File: config.mk
export PLATFORM = sky130hd
export DESIGN_NAME = sccb_config_sequencer
export DESIGN_NICKNAME = d
export VERILOG_FILES = /design/src/rtl/sccb_config_sequencer.sv
export SDC_FILE = /design/constraint.sdc
export NUM_CORES = 1
export LEC_CHECK = 0
export ABC_AREA = 1
export CORE_ASPECT_RATIO = 0.9
export CORE_MARGIN = 1
export CORE_UTILIZATION = 35
export CTS_CLUSTER_DIAMETER = 60
export DETAILED_ROUTE_END_ITERATION = 10
export GPL_ROUTABILITY_DRIVEN = 0
export PLACE_DENSITY = 0.48
export RECOVER_POWER = 100
export SLEW_MARGIN = 10
export SYNTH_ARGS = -nofsm -noshare
export SYNTH_HDL_FRONTEND = slang
export SYNTH_SLANG_ARGS = --single-unit
File: constraint.sdc
create_clock -name sys_clk -period 6.9 [get_ports sys_clk]
set_input_delay 1.725 -clock sys_clk [delete_from_list [all_inputs] [get_ports sys_clk]]
set_output_delay 1.725 -clock sys_clk [all_outputs]
set_load 0.02 [all_outputs]
File: src/rtl/sccb_config_sequencer.sv
// SCCB master that soft-resets an OV camera, waits for it to settle, then
// writes every {register, value} entry of a synchronous configuration ROM.
module sccb_config_sequencer #(
   parameter int unsigned SYS_CLK_FREQ   = 100_000_000,
   parameter int unsigned SCCB_FREQ      = 100_000,
   parameter logic [7:0]  DEVICE_ID      = 8'h42,
   parameter int unsigned NUM_REGS       = 256,
   parameter int unsigned RESET_WAIT_CYC = 2_000_000
) (
   input  logic        sys_clk,
   input  logic        rst_n,
   input  logic        start,
   output logic        busy,
   output logic        done,
   output logic        nack,
   output logic [7:0]  rom_addr,
   input  logic [15:0] rom_data,
   output logic        scl,
   output logic        sda_oe,
   input  logic        sda_i
);

   localparam int unsigned QDIV   = SYS_CLK_FREQ / (4 * SCCB_FREQ);
   localparam int unsigned DIV_W  = (QDIV > 1) ? $clog2(QDIV) : 1;
   localparam int unsigned WAIT_W = (RESET_WAIT_CYC > 1) ? $clog2(RESET_WAIT_CYC) : 1;
   localparam logic [DIV_W-1:0]  DIV_LAST  = DIV_W'(QDIV - 1);
   localparam logic [DIV_W-1:0]  DIV_ONE   = DIV_W'(1);
   localparam logic [WAIT_W-1:0] WAIT_LAST = WAIT_W'(RESET_WAIT_CYC - 1);
   localparam logic [WAIT_W-1:0] WAIT_ONE  = WAIT_W'(1);
   localparam logic [7:0]        LAST_ADDR = 8'(NUM_REGS - 1);

   typedef enum logic [2:0] {
      S_IDLE, S_SRST_TX, S_SRST_WAIT, S_FETCH, S_CFG_TX, S_GAP, S_DONE
   } state_t;

   state_t            state_q, state_d;
   logic [DIV_W-1:0]  div_q, div_d;
   logic [1:0]        qtr_q, qtr_d;
   logic [4:0]        slot_q, slot_d;
   logic [WAIT_W-1:0] wait_q, wait_d;
   logic              fetch_q, fetch_d;
   logic [7:0]        reg_q, reg_d, val_q, val_d;
   logic [7:0]        rom_addr_q, rom_addr_d;
   logic              busy_q, busy_d, done_q, done_d, nack_q, nack_d;
   logic              scl_q, scl_d, sda_oe_q, sda_oe_d;
   logic              tick;

   assign tick = (div_q == DIV_LAST);

   // Bus levels {scl, sda_oe} for one quarter of a 29-slot write transaction.
   function automatic logic [1:0] tx_drive(input logic [4:0] slot, input logic [1:0] qtr,
                                           input logic [23:0] tx_bytes);
      logic [7:0] byte_v;
      logic [3:0] pos;
      logic [1:0] drv;
      byte_v = tx_bytes[23:16];
      pos    = 4'd0;
      drv    = 2'b10;
      if (slot == 5'd0) begin
         case (qtr)
            2'd0:    drv = 2'b10;
            2'd1:    drv = 2'b11;
            default: drv = 2'b01;
         endcase
      end else if (slot == 5'd28) begin
         case (qtr)
            2'd0:    drv = 2'b01;
            2'd1:    drv = 2'b11;
            default: drv = 2'b10;
         endcase
      end else begin
         if (slot <= 5'd9) begin
            byte_v = tx_bytes[23:16];
            pos    = 4'(slot - 5'd1);
         end else if (slot <= 5'd18) begin
            byte_v = tx_bytes[15:8];
            pos    = 4'(slot - 5'd10);
         end else begin
            byte_v = tx_bytes[7:0];
            pos    = 4'(slot - 5'd19);
         end
         drv[1] = qtr[1];
         if (pos == 4'd8) begin
            drv[0] = 1'b0;
         end else begin
            drv[0] = ~byte_v[3'd7 - pos[2:0]];
         end
      end
      return drv;
   endfunction

   // Next-state, counters and bus levels; bus levels follow the next state so they leave flops.
   always_comb begin
      state_d    = state_q;
      div_d      = div_q;
      qtr_d      = qtr_q;
      slot_d     = slot_q;
      wait_d     = wait_q;
      fetch_d    = fetch_q;
      reg_d      = reg_q;
      val_d      = val_q;
      rom_addr_d = rom_addr_q;
      busy_d     = busy_q;
      done_d     = done_q;
      nack_d     = nack_q;
      case (state_q)
         S_IDLE, S_DONE: begin
            if (start) begin
               state_d    = S_SRST_TX;
               busy_d     = 1'b1;
               done_d     = 1'b0;
               nack_d     = 1'b0;
               rom_addr_d = 8'd0;
               div_d      = '0;
               qtr_d      = 2'd0;
               slot_d     = 5'd0;
            end else begin
               state_d = state_q;
            end
         end
         S_SRST_TX, S_CFG_TX: begin
            // Only the address and register-byte ACKs count; the data-byte X bit is don't-care.
            if (tick && qtr_q == 2'd2 && (slot_q == 5'd9 || slot_q == 5'd18) && sda_i) begin
               nack_d = 1'b1;
            end else begin
               nack_d = nack_q;
            end
            if (tick) begin
               div_d = '0;
               qtr_d = qtr_q + 2'd1;
               if (qtr_q == 2'd3 && slot_q == 5'd28) begin
                  slot_d  = 5'd0;
                  wait_d  = '0;
                  state_d = (state_q == S_SRST_TX) ? S_SRST_WAIT : S_GAP;
               end else if (qtr_q == 2'd3) begin
                  slot_d = slot_q + 5'd1;
               end else begin
                  slot_d = slot_q;
               end
            end else begin
               div_d = div_q + DIV_ONE;
            end
         end
         S_SRST_WAIT: begin
            if (wait_q == WAIT_LAST) begin
               state_d = S_FETCH;
               fetch_d = 1'b0;
            end else begin
               wait_d = wait_q + WAIT_ONE;
            end
         end
         S_FETCH: begin
            if (fetch_q) begin
               reg_d   = rom_data[15:8];
               val_d   = rom_data[7:0];
               state_d = S_CFG_TX;
               div_d   = '0;
               qtr_d   = 2'd0;
               slot_d  = 5'd0;
            end else begin
               fetch_d = 1'b1;
            end
         end
         S_GAP: begin
            if (tick) begin
               div_d = '0;
               qtr_d = qtr_q + 2'd1;
               if (qtr_q == 2'd3 && rom_addr_q == LAST_ADDR) begin
                  state_d = S_DONE;
                  busy_d  = 1'b0;
                  done_d  = 1'b1;
               end else if (qtr_q == 2'd3) begin
                  rom_addr_d = rom_addr_q + 8'd1;
                  state_d    = S_FETCH;
                  fetch_d    = 1'b0;
               end else begin
                  state_d = S_GAP;
               end
            end else begin
               div_d = div_q + DIV_ONE;
            end
         end
         default: state_d = S_IDLE;
      endcase
      case (state_d)
         S_SRST_TX: {scl_d, sda_oe_d} = tx_drive(slot_d, qtr_d, {DEVICE_ID, 8'h12, 8'h80});
         S_CFG_TX:  {scl_d, sda_oe_d} = tx_drive(slot_d, qtr_d, {DEVICE_ID, reg_d, val_d});
         default:   {scl_d, sda_oe_d} = 2'b10;
      endcase
   end

   // State and output registers; reset drops the bus to idle without a STOP.
   always_ff @(posedge sys_clk or negedge rst_n) begin
      if (!rst_n) begin
         state_q    <= S_IDLE;
         div_q      <= '0;
         qtr_q      <= 2'd0;
         slot_q     <= 5'd0;
         wait_q     <= '0;
         fetch_q    <= 1'b0;
         reg_q      <= 8'd0;
         val_q      <= 8'd0;
         rom_addr_q <= 8'd0;
         busy_q     <= 1'b0;
         done_q     <= 1'b0;
         nack_q     <= 1'b0;
         scl_q      <= 1'b1;
         sda_oe_q   <= 1'b0;
      end else begin
         state_q    <= state_d;
         div_q      <= div_d;
         qtr_q      <= qtr_d;
         slot_q     <= slot_d;
         wait_q     <= wait_d;
         fetch_q    <= fetch_d;
         reg_q      <= reg_d;
         val_q      <= val_d;
         rom_addr_q <= rom_addr_d;
         busy_q     <= busy_d;
         done_q     <= done_d;
         nack_q     <= nack_d;
         scl_q      <= scl_d;
         sda_oe_q   <= sda_oe_d;
      end
   end

   assign busy     = busy_q;
   assign done     = done_q;
   assign nack     = nack_q;
   assign rom_addr = rom_addr_q;
   assign scl      = scl_q;
   assign sda_oe   = sda_oe_q;

endmodule

# Yosys cells after proc, flatten, opt, wreduce, memory -nomap -nowiden
# Index checks and enable logic that the tools add are counted.
# op_classes
n_addsub,10
order_cmp,4
eq_ne,31
n_mux,81
n_bitwise,2
n_reduce_logical,23
# ops
op,count
two-way mux 8 bit,20
two-way mux 21 bit,3
case mux 21 bit (2 select lines),1
two-way mux 3 bit,9
two-way mux 5 bit,5
two-way mux 4 bit,6
case mux 8 bit (3 select lines),1
!= test 2 bit (second input constant),11
adder 21 x 1 -> 21 bit (second input constant),1
equality test 21 bit (second input constant),1
adder 8 x 1 -> 8 bit (second input constant),2
equality test 8 bit (second input constant),2
case mux 8 bit (2 select lines),1
equality test 5 bit (second input constant),3
two-way mux 1 bit,15
case mux 3 bit (5 select lines),1
case mux 5 bit (3 select lines),1
two-way mux 2 bit,7
equality test 3 bit (second input constant),4
case mux 1 bit (2 select lines),5
AND reduction 5 bit,2
equality test 4 bit (second input constant),2
< comparator 3 x 4 -> 1 bit (second input constant),2
case mux 2 bit (2 select lines),2
other kinds (28),44
# totals
register_bits,69
out_inout_bits,13
word_cells,165

# Longest topological paths before layout
# Gate-level depths: netlist of run 1.
# logic_depth
word_depth,19
mapped_depth,27

# Worst setup path before layout of run 1
# Ideal clock, no wire load.
# synth_timing
path_type,in2reg
from,in start
to,"reg sda_oe_q, in the netlist sda_oe"
arrival_time_ns,3.718
slack_ns,3.066
cell_stages,23
path_buffers,0
cell_sequence,nor2_1 nand3_1 nand2_1 inv_2 nand2_2 nand2_1 nand2_1 inv_1 ha_1 nand3_1 nand2_1 inv_2 nand2_4 nand2_4 nand2_4 nand2_2 nand2_1 nand3_1 nand3_1 nand3_1 nand2_1 nand2_1 nand2_1
# synth_via
elab_chain_len,16
word_cells_on_any_way,52
classes_between,add/sub: 5; order compare: 2; eq/ne: 6; mux: 35; bitwise: 2; reduce/logical: 2
# synth_rtl
item,line_no,text
from (decl),12,"input logic start,"
two-way mux 5 bit *,108,if (start) begin
case mux 5 bit (3 select lines) *,106,case (state_q)
via slot_d[1],39,"logic [4:0] slot_q, slot_d;"
"subtractor 4 x 2 -> 4 bit, or another cell as far along",80,pos = 4'(slot - 5'd19);
two-way mux 4 bit,75,end else if (slot <= 5'd18) begin
two-way mux 4 bit,72,if (slot <= 5'd9) begin
two-way mux 4 bit,65,end else if (slot == 5'd28) begin
two-way mux 4 bit,59,if (slot == 5'd0) begin
[2 not listed],--,
binary-select mux 1 bit (select 3 bit),86,drv[0] = ~byte_v[3'd7 - pos[2:0]];
two-way mux 1 bit (implied by the code),86,
NOT 1 bit,86,
two-way mux 1 bit,83,if (pos == 4'd8) begin
two-way mux 2 bit,65,
two-way mux 2 bit,59,
case mux 1 bit (2 select lines) *,185,case (state_d)
via sda_oe_d,45,"logic scl_q, scl_d, sda_oe_q, sda_oe_d;"
to (signal assigned),223,sda_oe_q <= sda_oe_d;
to (decl),45,
# Mark *: on every way through the listed nets, which the timed path passes. The rest lies on a longest branch. The select of a mux whose other input is x is not followed.
# A chain may end at the register's enable or synchronous reset.

# Final worst setup path of run 1
# layout_timing
from,in start
to,"reg sda_oe_q, in the netlist sda_oe"
# layout_via
elab_chain_len,16
word_cells_on_any_way,52
classes_between,add/sub: 5; order compare: 2; eq/ne: 6; mux: 35; bitwise: 2; reduce/logical: 2
# layout_rtl
item,line_no
two-way mux 5 bit,108
case mux 5 bit (3 select lines),106
"subtractor 4 x 2 -> 4 bit, or another cell as far along",80
two-way mux 4 bit,75
two-way mux 4 bit,72
two-way mux 4 bit,65
two-way mux 4 bit,59
two-way mux 4 bit,185
subtractor 3 bit,86
binary-select mux 1 bit (select 3 bit),86
two-way mux 1 bit (implied by the code),86
NOT 1 bit,86
two-way mux 1 bit,83
two-way mux 2 bit,65
two-way mux 2 bit,59
case mux 1 bit (2 select lines) *,185
via sda_oe_d,45
# Marks and branches as above.

==> results of run 1 <==
-- critical path, cell delays in order --
cell and delay, ns:
dlygate4sd3_1 0.55, nor2_1 0.13, nand3_1 0.12, nand2_1 0.11
inv_1 0.06, nand2_1 0.18, nand2_1 0.07, nand2_1 0.42
inv_1 0.31, ha_1 0.31, nand3_4 0.12, nand2_4 0.12
inv_1 0.18, nand2_1 0.07, nand2_1 0.06, inv_1 0.04
nand2_1 0.05, nand3_1 0.06, nand2_1 0.07, nand2_1 0.05
nand3_1 0.06, nand2_1 0.05, nand2_1 0.05, nand2_1 0.05
-- where the power goes --
| group | total, uW | switching, uW | leakage (uW) | internal, uW |
|---|---|---|---|---|
| clock network | 482 | 183 | 0.000148 | 299 |
| logic | 1040 | 700 | 0.00158 | 342 |
| registers | 482 | 40.6 | 0.000875 | 442 |
-- logic make-up (layout without fill, tap and decap cells) --
group                    Yosys count  after routing  synth area share [%]
XOR/XNOR                           9              9                 1.739
multiplexers                       1              1                0.2209
flip-flops                        69             69                 38.13
AND/OR/NAND/NOR                  359            359                 37.35
buffers and inverters             94            139                 8.006
adder cells (fa/ha/maj)           19             19                 5.246
AO/OA/AOI/OAI                     72             72                 9.304
-- per-stage QoR --
stage,power [uW],cells
after detailed placement,1538,816
after global routing,2184,832
after floorplan,1312,623
final,2006,832
after global placement,1538,816
after CTS,2043,832
-- how the worst max path moves through the flow --
stage                                   to  slack (ns)  cells after the start
after detailed placement  sda_oe$_DFF_PN0_        1.98                     22
after global placement    sda_oe$_DFF_PN0_        2.08                     22
final                     sda_oe$_DFF_PN0_        2.10                     24
after global routing      sda_oe$_DFF_PN0_        1.72                     22
after CTS                 sda_oe$_DFF_PN0_        2.33                     22
after floorplan           sda_oe$_DFF_PN0_        3.07                     23
-- final cells by class --
class | count | area share [%]
multi-input cells | 460 | 44.94
flip-flops and latches | 69 | 32.66
inverters | 89 | 6.386
repair buffers | 34 | 6.244
clock buffers | 11 | 4.778
well taps | 164 | 3.879
clock inverters | 5 | 1.112
-- synth_stat cells (2+ instances only) --
master,instances
nor2_1,42
nand3_2,5
a22oi_1,2
nand3b_1,2
o21ai_0,26
nor3_2,2
nor4_1,5
xnor2_1,2
inv_4,2
nand2_2,10
nor2_4,3
o31ai_1,3
nor3_1,21
nand3_4,2
nand2_1,184
o22ai_1,3
and3_1,3
dfrtp_1,68
a21oi_1,28
inv_2,10
nor2_2,6
ha_1,19
nand4_1,11
or2_2,4
nand2_4,6
nor3b_1,3
inv_1,76
clkbuf_1,3
nand3_1,49
xor2_1,7
-- cell usage in the layout (no fill, tap or decap), drive strengths merged, types with 2 or more instances in the layout --
cell         netlist  layout
inv               88      86
or2                4       4
nor2              51      51
nor3b              3       3
nor4               5       5
dfrtp             68      68
nand3             56      56
o21ai             28      28
nand4             11      11
nand2            200     200
xor2               7       7
o31ai              3       3
xnor2              2       2
o22ai              3       3
buf                2       3
dlygate4sd3        0      30
a22oi              2       2
and3               3       3
nor3              23      23
clkinvlp           0       3
ha                19      19
a21oi             29      29
clkinv             1       4
clkbuf             3      11
nand3b             2       2
-- sequential cells by signal, indices dropped and copies added (netlist names) --
signal and cells:
reg_q 8, qtr_q 2, busy 1, fetch_q 1
val_q 8, done 1, wait_q 21, rom_addr 8
slot_q 5, sda_oe 1, scl 1, state_q 3
div_q 8, nack 1
-- metal layers --
metal  GRT usage (%)  up-vias
met5               0        -
met1           23.25     1886
li1                -     2099
met3           5.031        8
met2           29.10       62
met4           6.173        0
==> flow_summary.ini, run 1 <==
[global_route]
grt_usage_pct = 18.10
antenna_found_initial = 0
grt-ovfl-total = 0
grt_pass1_wl_microns = 18540
grt_pass1_vias = 3877
grt_max_degree = 70

[floorplan]
io_pins = 33
die_x_microns = 121.9
core_sq_mm = 0.01264
die-area_sq_mm = 0.01341
row_count = 39
initial_utilization_pct = 35.86
fp.dieH_microns = 110.0

[synthesis]
syn_inst = 623
synth_ff_type = dfrtp_1
yosysWarningCount = 0
netlist_area_sq_mm = 0.004532
async_flop_share_pct = 100.0
ys_seq_area_share_pct = 38.13
yosysTopAreaCellShare_pct = 37.55
synthesis.nets = 662
ys_ff_latch = 69
synth_area_per_cell_sq_um = 7.274
yosysTopAreaCell = dfrtp_1
yosysUniqueCellTypes = 46
synth_area_leaders = dfrtp_1 38%, nand2_1 15%, inv_1 6.3%, nand3_1 5.4%, ha_1 5.2%
synth-edff-count = 0

[critical_path]
reg2reg_depth = 25
worstReg2RegEnd = sda_oe$_DFF_PN0_
cp-end-kind = flop
crit_arrival_ns = 5.03
crit_start = start
r2r_slack_ns = 3.30
crit_required_ns = 7.13
cp-start-kind = input pin
worst-setup-path-type = in2reg
r2r_start = slot_q[0]$_DFF_PN0_
cp_max_fo = 14

[pwr]
p_leak_uw = 0.002606
power.density_mw_per_mm2 = 379.2
ir_worst_vdd_v = 0.0001753

[cts]
cts.sink_count = 69
clk_pin_slew_ns = 0.05
cts_root_buf = clkbuf_16
cts_buffers = 9
cts-resized-gates = 0
htree_num_levels = 3
hold_buffers = 0
clockBufferDepth = 2
postCtsSetupBuffers = 0
clk_latency_ns = 0.35
cts_tree = yes

[sta]
rsz0062_at_grt = false
worst-slew-pin-transition_ns = 1.141
drv_slew = 0
fin_skew_ns = 0.005407
finalCritPeriodShare_pct = 69.63
finalWorstPathRequiredPeriod_ns = 4.804
hold_viol = 0
clock.fmax_mhz = 208.1
setup_tns_ns = 0
setup_viol = 0
setup_ws_ns = 2.096
hold_ws_ns = 0.4669
maxSlewHeadroom_pct = 23.16

[cells_and_area]
finalInstanceArea_sq_mm = 0.005290
drive_gt1_share_pct = 8.084
final.fill_count = 1313
utilization_pct = 41.86
ff_latch_area_sq_mm = 0.001728
final_nets = 702
multi_input_area_sq_mm = 0.002377
area_growth_pct = 16.73
antenna_cells = 0

[min_path]
holdPathStages = 2
worstHoldEndpoint = val_q[4]$_DFF_PN0_
hp-start = val_q[4]$_DFF_PN0_
min_path_type = reg2reg

[detailed_routing]
wl_microns = 10960
avgViaCountPerCell = 4.874
vias = 4055
drtPass1Iterations = 4
met2_length_microns = 5120
drt_iter0_drc = 198
met1Wirelength_microns = 5364
wl_per_cell_microns = 13.17
wl_met3_microns = 380
top_layer_used = met4
ant_nets = 0
drc = 0

[place]
placed_area_sq_mm = 0.005044
dp_hpwl_microns = 8015
port_buffers = 32
preCtsSetupSlack_ns = 1.982

[run]
maxCapViolations = 0

[status]
status = completed
(Power assumes the default switching activity.)
==> run 2: changes to the inputs <==
- clock period: 6.9 -> 4.75 ns (I/O delays scaled with it)
==> flow_summary.ini, run 2 (same netlist as run 1, synthesis figures left out) <==
[global_route]
grt_pass1_wl_microns = 18330
grt_pass1_vias = 3850
grt-busiest-layer = met2
grtUsageMet2_pct = 28.53
grt-ovfl-total = 0
antenna_found_initial = 0
met1_usage_pct = 23.07
grt_usage_pct = 17.63
globalRouteMet3Util_pct = 3.838
grt_max_degree = 39

[cts]
cts_tree = yes
postCtsSetupBuffers = 0
cts.sink_count = 69
clk_pin_slew_ns = 0.05
hold_buffers = 0
clk_latency_ns = 0.34
htree_num_levels = 3
cts-resized-gates = 0
cts_root_buf = clkbuf_16
cts_buffers = 9
clockBufferDepth = 2

[detailed_routing]
ant_nets = 0
drtPass1Iterations = 5
avgViaCountPerCell = 4.897
drc = 0
drt_iter0_drc = 263
vias = 4079
wl_per_cell_microns = 13.08
wl_microns = 10900

[floorplan]
io_pins = 33
core_sq_mm = 0.01264
initial_utilization_pct = 35.86
die-area_sq_mm = 0.01341
fp.dieH_microns = 110.0
die_x_microns = 121.9
row_count = 39

[place]
port_buffers = 32
preCtsSetupSlack_ns = 0.6249
dp_hpwl_microns = 8213

[critical_path]
r2r_slack_ns = 1.13
cp-end-kind = flop
crit_path_frequent_cell = nand2_1
crit_required_ns = 4.98
path_cells = dlygate4sd3_1 -> nor2_1 -> nand3_1 -> nand2_1 -> inv_1 -> nand2_1 -> nand2_1 -> nand2_1 -> inv_1 -> ha_1 -> nand3_1 -> nand2_1 -> inv_1 -> nand2_4 -> nand2_4 -> nand2_4 -> nand2_2 -> nand2_1 -> nand3_1 -> nand3_1 -> nand3_1 -> nand2_1 -> nand2_1 -> nand2_1
cp_max_fo = 9
critical-path-top-delay-family = simple AND/OR/NAND/NOR gates
cpPeakStageDelay_ns = 0.56
crit_slowest_cell = dlygate4sd3_1
cp-start-kind = input pin
critPathBufInv = 4
crit_arrival_ns = 4.31
worst-setup-path-type = in2reg

[cells_and_area]
top_register = wait_q
largest_reg_flops = 21
final_common_cell = nand2_1
final_nets = 704
mostFrequentLayoutCells = 189 x nand2_1, 79 x inv_1, 68 x dfrtp_1, 52 x nand3_1, 47 x nor2_1
final.fill_count = 1339
area_growth_pct = 16.29
drive_gt1_share_pct = 7.324
antenna_cells = 0

[sta]
rsz0062_at_grt = false
finalCritPeriodShare_pct = 85.93
fin_skew_ns = 0.004892
clock.fmax_mhz = 245.0
drv_slew = 39
maxSlewHeadroom_pct = -41.48
setup_tns_ns = 0
setup_viol = 0
setup_ws_ns = 0.6684
hold_viol = 0
worst-slew-pin-transition_ns = 2.122
finalWorstPathRequiredPeriod_ns = 4.082

[pwr]
ir_worst_vdd_v = 0.0002534
power.density_mw_per_mm2 = 551.6
p_leak_uw = 0.002601

[run]
maxCapViolations = 1

[min_path]
min_path_type = reg2reg

[status]
violations = max-capacitance violations, max-slew violations
status = complete, but fails checks
[run 2: routing by layer]
metal	vias to the layer above	routed length, microns
met5	-	0
met4	0	138
met3	11	433
met2	73	4965
met1	1897	5359
li1	2098	-
[run 2: final timing paths]
check / from / endpoint / cells past startpoint
setup / recovery: start / sda_oe$_DFF_PN0_ / 24
hold / removal: reg_q[2]$_DFF_PN0_ / reg_q[2]$_DFF_PN0_ / 2
setup reg to reg: div_q[1]$_DFFE_PN0P_ / sda_oe$_DFF_PN0_ / 24
hold reg to reg: reg_q[2]$_DFF_PN0_ / reg_q[2]$_DFF_PN0_ / 2
max in group asynchronous: rst_n / reg_q[2]$_DFF_PN0_ / 2
min in group asynchronous: rst_n / rom_addr[4]$_DFFE_PN0P_ / 1
[run 2: final cells by class]
type | count | area, sq um | area share (%)
clock inverter | 4 | 47.55 | 0.9022
multi-input combinational | 460 | 2365 | 44.87
clock buffer | 11 | 252.7 | 4.796
inverter | 89 | 339.1 | 6.434
timing repair buffer | 36 | 332.8 | 6.315
tap | 164 | 205.2 | 3.894
sequential | 69 | 1728 | 32.79
[run 2: tightest hold or removal path, stage by stage (launching register included)]
cell	delay, ns
dfrtp_1	0.31
nand2_1	0.05
nand2_1	0.07
[run 2: metrics by stage]
stage	power (uW)	hold slack, ns	instances	utilization, %	instance area (sq um)
6_report	2907	0.4704	833	41.70	5270
5_1_grt	3171	0.4943	833	41.70	5270
4_1_cts	2961	0.4723	833	42.40	5359
3_5_place_dp	2242	0.4583	818	40.03	5059
3_3_place_gp	2264	0.4590	818	40.03	5059
2_1_floorplan	1905	0.4384	623	-	4532
[run 2: report_power, final]
group	switching [uW]	internal, uW
Sequential	61.5	642
Clock	251	430
Combinational	1010	508
==> run 3: changes to the inputs <==
- CAP_MARGIN: unset -> 20
==> results of run 3 <==
No change in the layout: final DEF, timing and power equal those of run 2.
==> RTL edit 1: new RTL, config.mk and constraints of run 2 <==
Take the reset off `val_q` and load it in a clocked block of its own.
--- a/src/rtl/sccb_config_sequencer.sv
+++ b/src/rtl/sccb_config_sequencer.sv
@@ -199,7 +199,6 @@
          wait_q     <= '0;
          fetch_q    <= 1'b0;
          reg_q      <= 8'd0;
-         val_q      <= 8'd0;
          rom_addr_q <= 8'd0;
          busy_q     <= 1'b0;
          done_q     <= 1'b0;
@@ -214,7 +213,6 @@
          wait_q     <= wait_d;
          fetch_q    <= fetch_d;
          reg_q      <= reg_d;
-         val_q      <= val_d;
          rom_addr_q <= rom_addr_d;
          busy_q     <= busy_d;
          done_q     <= done_d;
@@ -224,6 +222,10 @@
       end
    end
 
+   always_ff @(posedge sys_clk) begin
+      val_q <= val_d;
+   end
+
    assign busy     = busy_q;
    assign done     = done_q;
    assign nack     = nack_q;
Behaviour: no difference found for any inputs over 10 cycles, from zero or initial values and one cycle with rst_n low; that may be too few to reach the edited logic, so the function may still have changed.
==> RTL edit 1 against run 2 <==
  * The flow still finishes with violations (max-capacitance violations, max-slew violations)
  * Design area down 0.26%
  * Synthesized area down 0.88%
  * Wire length up 0.56%
  * Power up 3.2%
  * Sequential cell count unchanged
  * Setup slack better by 0.085 ns
  * First-iteration DRC count down 11%
  * Clock skew down 0.00097 ns
  * Critical endpoint unchanged
==> RTL edit 1: results (changes against run 2) <==
run_status:
  outcome: "finished with violations"  # unchanged
  violations: "max-capacitance violations, max-slew violations"  # unchanged
yosys:
  synth.distinct_cells: 47  # was 46
  ys_seq_area_share_pct: 37.58  # was 38.13%
  synthTopCellsByCount: "nand2_1, inv_1, dfrtp_1"  # unchanged
  synth_flop_cell: "dfrtp_1"  # unchanged
  synth_nets: 662  # unchanged
  synth_warnings: 0  # unchanged
  ys_top_cells_by_area: "dfrtp_1, nand2_1, inv_1"  # unchanged
  synthArstFlopShare_pct: 88.41  # was 100.0%
place:
  place_hpwl_um: 8328  # was 8213 um
  place_ws_ns: 0.6223  # was 0.6249 ns
  placed_area_um2: 4999  # was 5059 um2
timing:
  slew_violations: 64  # was 39
  slew_headroom_pct: -21.46  # was -41.48%
  finClkSkew_ns: 0.003926  # was 0.004892 ns
power:
  power_leakage_nw: 2.589  # was 2.601 nW
  irDropWorstVdd_v: 0.0002753  # was 0.0002534 V
  p_sw_share_pct: 44.66  # was 45.66%
cts:
  cts_max_path_buffers: 2  # unchanged
  clock_latency_ns: 0.34  # about the same
  post_cts_resized: 0  # unchanged
  clk_pin_slew_ns: 0.06
  htree_levels: 3  # unchanged
finish:
  final_layout_size_suffix_gt1_share_pct: 7.335  # was 7.324%
  fill_cells: 1273  # was 1339
  nets: 702  # was 704
  regMostFlops: "wait_q"  # unchanged
  diodes: 0  # unchanged
critical_path:
  cp.arrival_ns: 4.23  # was 4.31 ns
  slowest_delay_ns: 0.57
  critical-path-slowest-cell: "dlygate4sd3_1"  # unchanged
  critPathTopFamily: "simple AND/OR/NAND/NOR gates"  # unchanged
route:
  post_drt_via_cell_ratio: 4.889  # was 4.897
  drtIter0Drc: 233  # was 263
  drt-pass1-iter-count: 4  # was 5
  wl_per_cell_um: 13.23  # was 13.08 um
grt:
  grt_pass1_vias: 3832  # was 3850
  grt_antenna_before_repair: 0  # unchanged
  grt_max_degree: 34  # was 39
  grt_pass1_wl_um: 18690  # was 18330 um
  gr-usage-all-layers_pct: 18.03  # was 17.63%
run:
  cap_viol_max_count: 2  # was 1
RTL edit 1: cell count changes after synthesis, sizes merged:
cell	run 2	this run
dfxtp	0	8
dfrtp	68	60
RTL edit 1: layer usage:
| metal | routed length, um | part of all wire (%) | global-route usage, % | up-vias |
|---|---|---|---|---|
| met5 | 0 | 0 | 0 | - |
| met4 | 131 | 1.2 | 5.644 | 0 |
| met2 | 4451 | 41 | 25.97 | 59 |
| met3 | 379 | 3.5 | 4.046 | 11 |
| met1 | 5995 | 55 | 26.41 | 1870 |
| li1 | - | - | - | 2108 |
RTL edit 1: stage by stage:
stage / utilization (%) / total power [mW] / cells
after detailed placement: 40.75 / 2.249 / 812
after CTS: 43.52 / 3.047 / 828
after global routing: 42.85 / 3.261 / 828
final: 42.85 / 3.001 / 828
after floorplan: - / 1.905 / 623
after global placement: 40.75 / 2.271 / 812
RTL edit 1: worst register-to-register path, cell delays in order (launching register included):
cell	delay, ns
dfrtp_1	0.41
inv_1	0.12
nand2_1	0.09
nor2_1	0.28
inv_1	0.15
nor3_1	0.16
nand4_1	0.20
and3_1	0.25
o21ai_0	0.41
clkinvlp_2	0.45
nand2_1	0.20
nor2_1	0.11
nand3_1	0.14
nor3_1	0.10
nand2_1	0.09
o21ai_0	0.07
a21oi_1	0.13
RTL edit 1: layout make-up:
class	count	area, um2	share of cell area [%]
inverters	89	337.8	6.427
multi-input cells	460	2365	44.99
well taps	160	200.2	3.809
repair buffers	34	325.3	6.189
flip-flops and latches	69	1688	32.11
clock buffers	10	229.0	4.356
clock inverters	6	111.4	2.119
RTL edit 1: cell families after synthesis:
group | share of synthesized area (%)
flops | 37.58
xor+xnor | 1.755
fa+ha+maj | 5.293
mux | 0.2229
buf+inv | 8.078
simple gates | 37.69
compound gates | 9.387
RTL edit 1: worst paths after layout:
path	start	to	slack, ns	depth (start not counted)
max	start	sda_oe	0.75	24
min	val_q[4]	val_q[4]	0.45	2
max reg2reg	state_q[2]	wait_q[13]	1.33	16
min reg2reg	val_q[4]	val_q[4]	0.45	2
max in group asynchronous	rst_n	reg_q[3]	1.11	2
min in group asynchronous	rst_n	wait_q[13]	1.34	1
RTL edit 1: power by group through the flow:
stage               sequential, mW  combinational, mW  clock [mW]
finish                       0.703               1.52       0.779
global route                 0.709               1.73       0.823
CTS                          0.703               1.55       0.796
detailed placement           0.713               1.54           0
global placement             0.717               1.55           0
floorplan                    0.706               1.20           0
==> RTL edit 2: new RTL, flow settings as in run 2 <==
Made on the original files. `NUM_REGS`: 256 -> 128.
--- a/src/rtl/sccb_config_sequencer.sv
+++ b/src/rtl/sccb_config_sequencer.sv
@@ -4,7 +4,7 @@
    parameter int unsigned SYS_CLK_FREQ   = 100_000_000,
    parameter int unsigned SCCB_FREQ      = 100_000,
    parameter logic [7:0]  DEVICE_ID      = 8'h42,
-   parameter int unsigned NUM_REGS       = 256,
+   parameter int unsigned NUM_REGS       = 128,
    parameter int unsigned RESET_WAIT_CYC = 2_000_000
 ) (
    input  logic        sys_clk,
Behaviour: same outputs for any inputs over 10 cycles, from zero or initial values and one cycle with rst_n low; that may be too few to reach the edited logic, so the function may still have changed.
==> RTL edit 2 against run 2 <==
  * The run still ends with max-capacitance violations, max-slew violations left
  * Design area decreased by 0.76%
  * Final cell count down 2.8%
  * Synthesized cell count decreased by 2.7%
  * Synthesized area down 0.72%
  * Clock power is 0.7% higher
  * Wire length down 0.74%
  * Non-clock buffer count is 1 lower
  * Count of clock-buffer cells in the layout decreased by 1
  * Setup slack got worse by 0.032 ns
  * Global-route usage rose by 0.28 points
  * Sequential cell count unchanged
  * Power fell by 11%
  * Register-to-register slack worse by 0.06 ns
==> RTL edit 2: results (changes against run 2) <==
critical_path:
  reg2reg_from: "state_q[2]"  # was div_q[1]
  slowest_delay_ns: 0.58  # was 0.56 ns
  cp.arrival_ns: 4.33  # was 4.31 ns
  cp_max_fo: 16  # was 9
  r2r_setup_slack_ns: 1.07  # was 1.13 ns
  r2r_cells: 17  # was 24
  critical-path-slowest-cell: "dlygate4sd3_1"  # unchanged
  critPathLaunch: "start"  # unchanged
finish:
  largest_reg_flops: 21  # unchanged
  nets: 683  # was 704
  final_layout_size_suffix_gt1_share_pct: 9.846  # was 7.324%
  fill_cells: 1253  # was 1339
  diodes: 0  # unchanged
timing:
  slew_violations: 42  # was 39
  finClkSkew_ns: 0.01004  # was 0.004892 ns
  slew_headroom_pct: -49.13  # was -41.48%
  fin_ws_ns: 0.6361  # was 0.6684 ns
power:
  p_seq_share_pct: 26.3  # was 24.2%
  switchingPower_mw: 1.138  # was 1.327 mW
  p_int_mw: 1.460  # was 1.580 mW
  clock_net_power_uw: 686  # was 681 uW
  power_leakage_nw: 2.510  # was 2.601 nW
  irDropWorstVdd_v: 0.0003665  # was 0.0002534 V
grt:
  use_met3_pct: 3.527  # was 3.838%
  grt_util_met1_pct: 27.23  # was 23.07%
  grt_pass1_vias: 3793  # was 3850
  gr-usage-all-layers_pct: 17.91  # was 17.63%
  grt_max_degree: 42  # was 39
  grt_pass1_wl_um: 18660  # was 18330 um
  grtUsageMet2_pct: 25.37  # was 28.53%
route:
  vias: 3968  # was 4079
  dr_wl_met3_um: 689  # was 433 um
  wl_met1_um: 5591  # was 5359 um
  drtIter0Drc: 306  # was 263
  wl_per_cell_um: 13.35  # was 13.08 um
  met2_length_um: 4426  # was 4965 um
  wl_um: 10820  # was 10900 um
  drt-pass1-iter-count: 6  # was 5
run_status:
  outcome: "finished with violations"  # unchanged
  violations: "max-capacitance violations, max-slew violations"  # unchanged
yosys:
  ys_top_cells_by_area: "dfrtp_1, nand2_1, nand3_1"  # was dfrtp_1, nand2_1, inv_1
  syn_inst: 606  # was 623
  synth_nets: 644  # was 662
  synthTopCellsByCount: "nand2_1, dfrtp_1, inv_1"  # was nand2_1, inv_1, dfrtp_1
  synth.distinct_cells: 42  # was 46
  ys_seq_area_share_pct: 38.40  # was 38.13%
run:
  cap_viol_max_count: 1  # unchanged
cts:
  post_cts_resized: 0  # unchanged
worst_hold_path:
  holdPathEnd: "fetch_q"  # was reg_q[2]
  holdPathStages: 2  # unchanged
place:
  placed_area_um2: 4980  # was 5059 um2
  dpl.cell_count: 794  # was 818
  place_hpwl_um: 8218  # was 8213 um
  place_ws_ns: 0.5039  # was 0.6249 ns
-- RTL edit 2: cell count changes after synthesis, moves of 4 or more --
cell     before  now
nand2_1     184  160
o21ai_0      26   22
inv_1        76   68
nor3_1       21   17
nand3_1      49   60
nand2_2      10   14
-- RTL edit 2: logic make-up after synthesis --
family | share of synthesized area, %
buf+inv | 8.037
xor+xnor | 1.947
flops | 38.40
fa+ha+maj | 5.006
compound gates | 9.149
simple gates | 37.46
-- RTL edit 2: layout make-up --
type                            count  area (um2)  share of cell area, %
Clock inverter                      6       70.07                  1.340
Timing Repair Buffer               35       326.6                  6.244
Sequential cell                    69        1728                  33.04
Clock buffer                       10       239.0                  4.569
Inverter                           81       304.0                  5.813
Tap cell                          160       200.2                  3.828
Multi-Input combinational cell    449        2362                  45.17
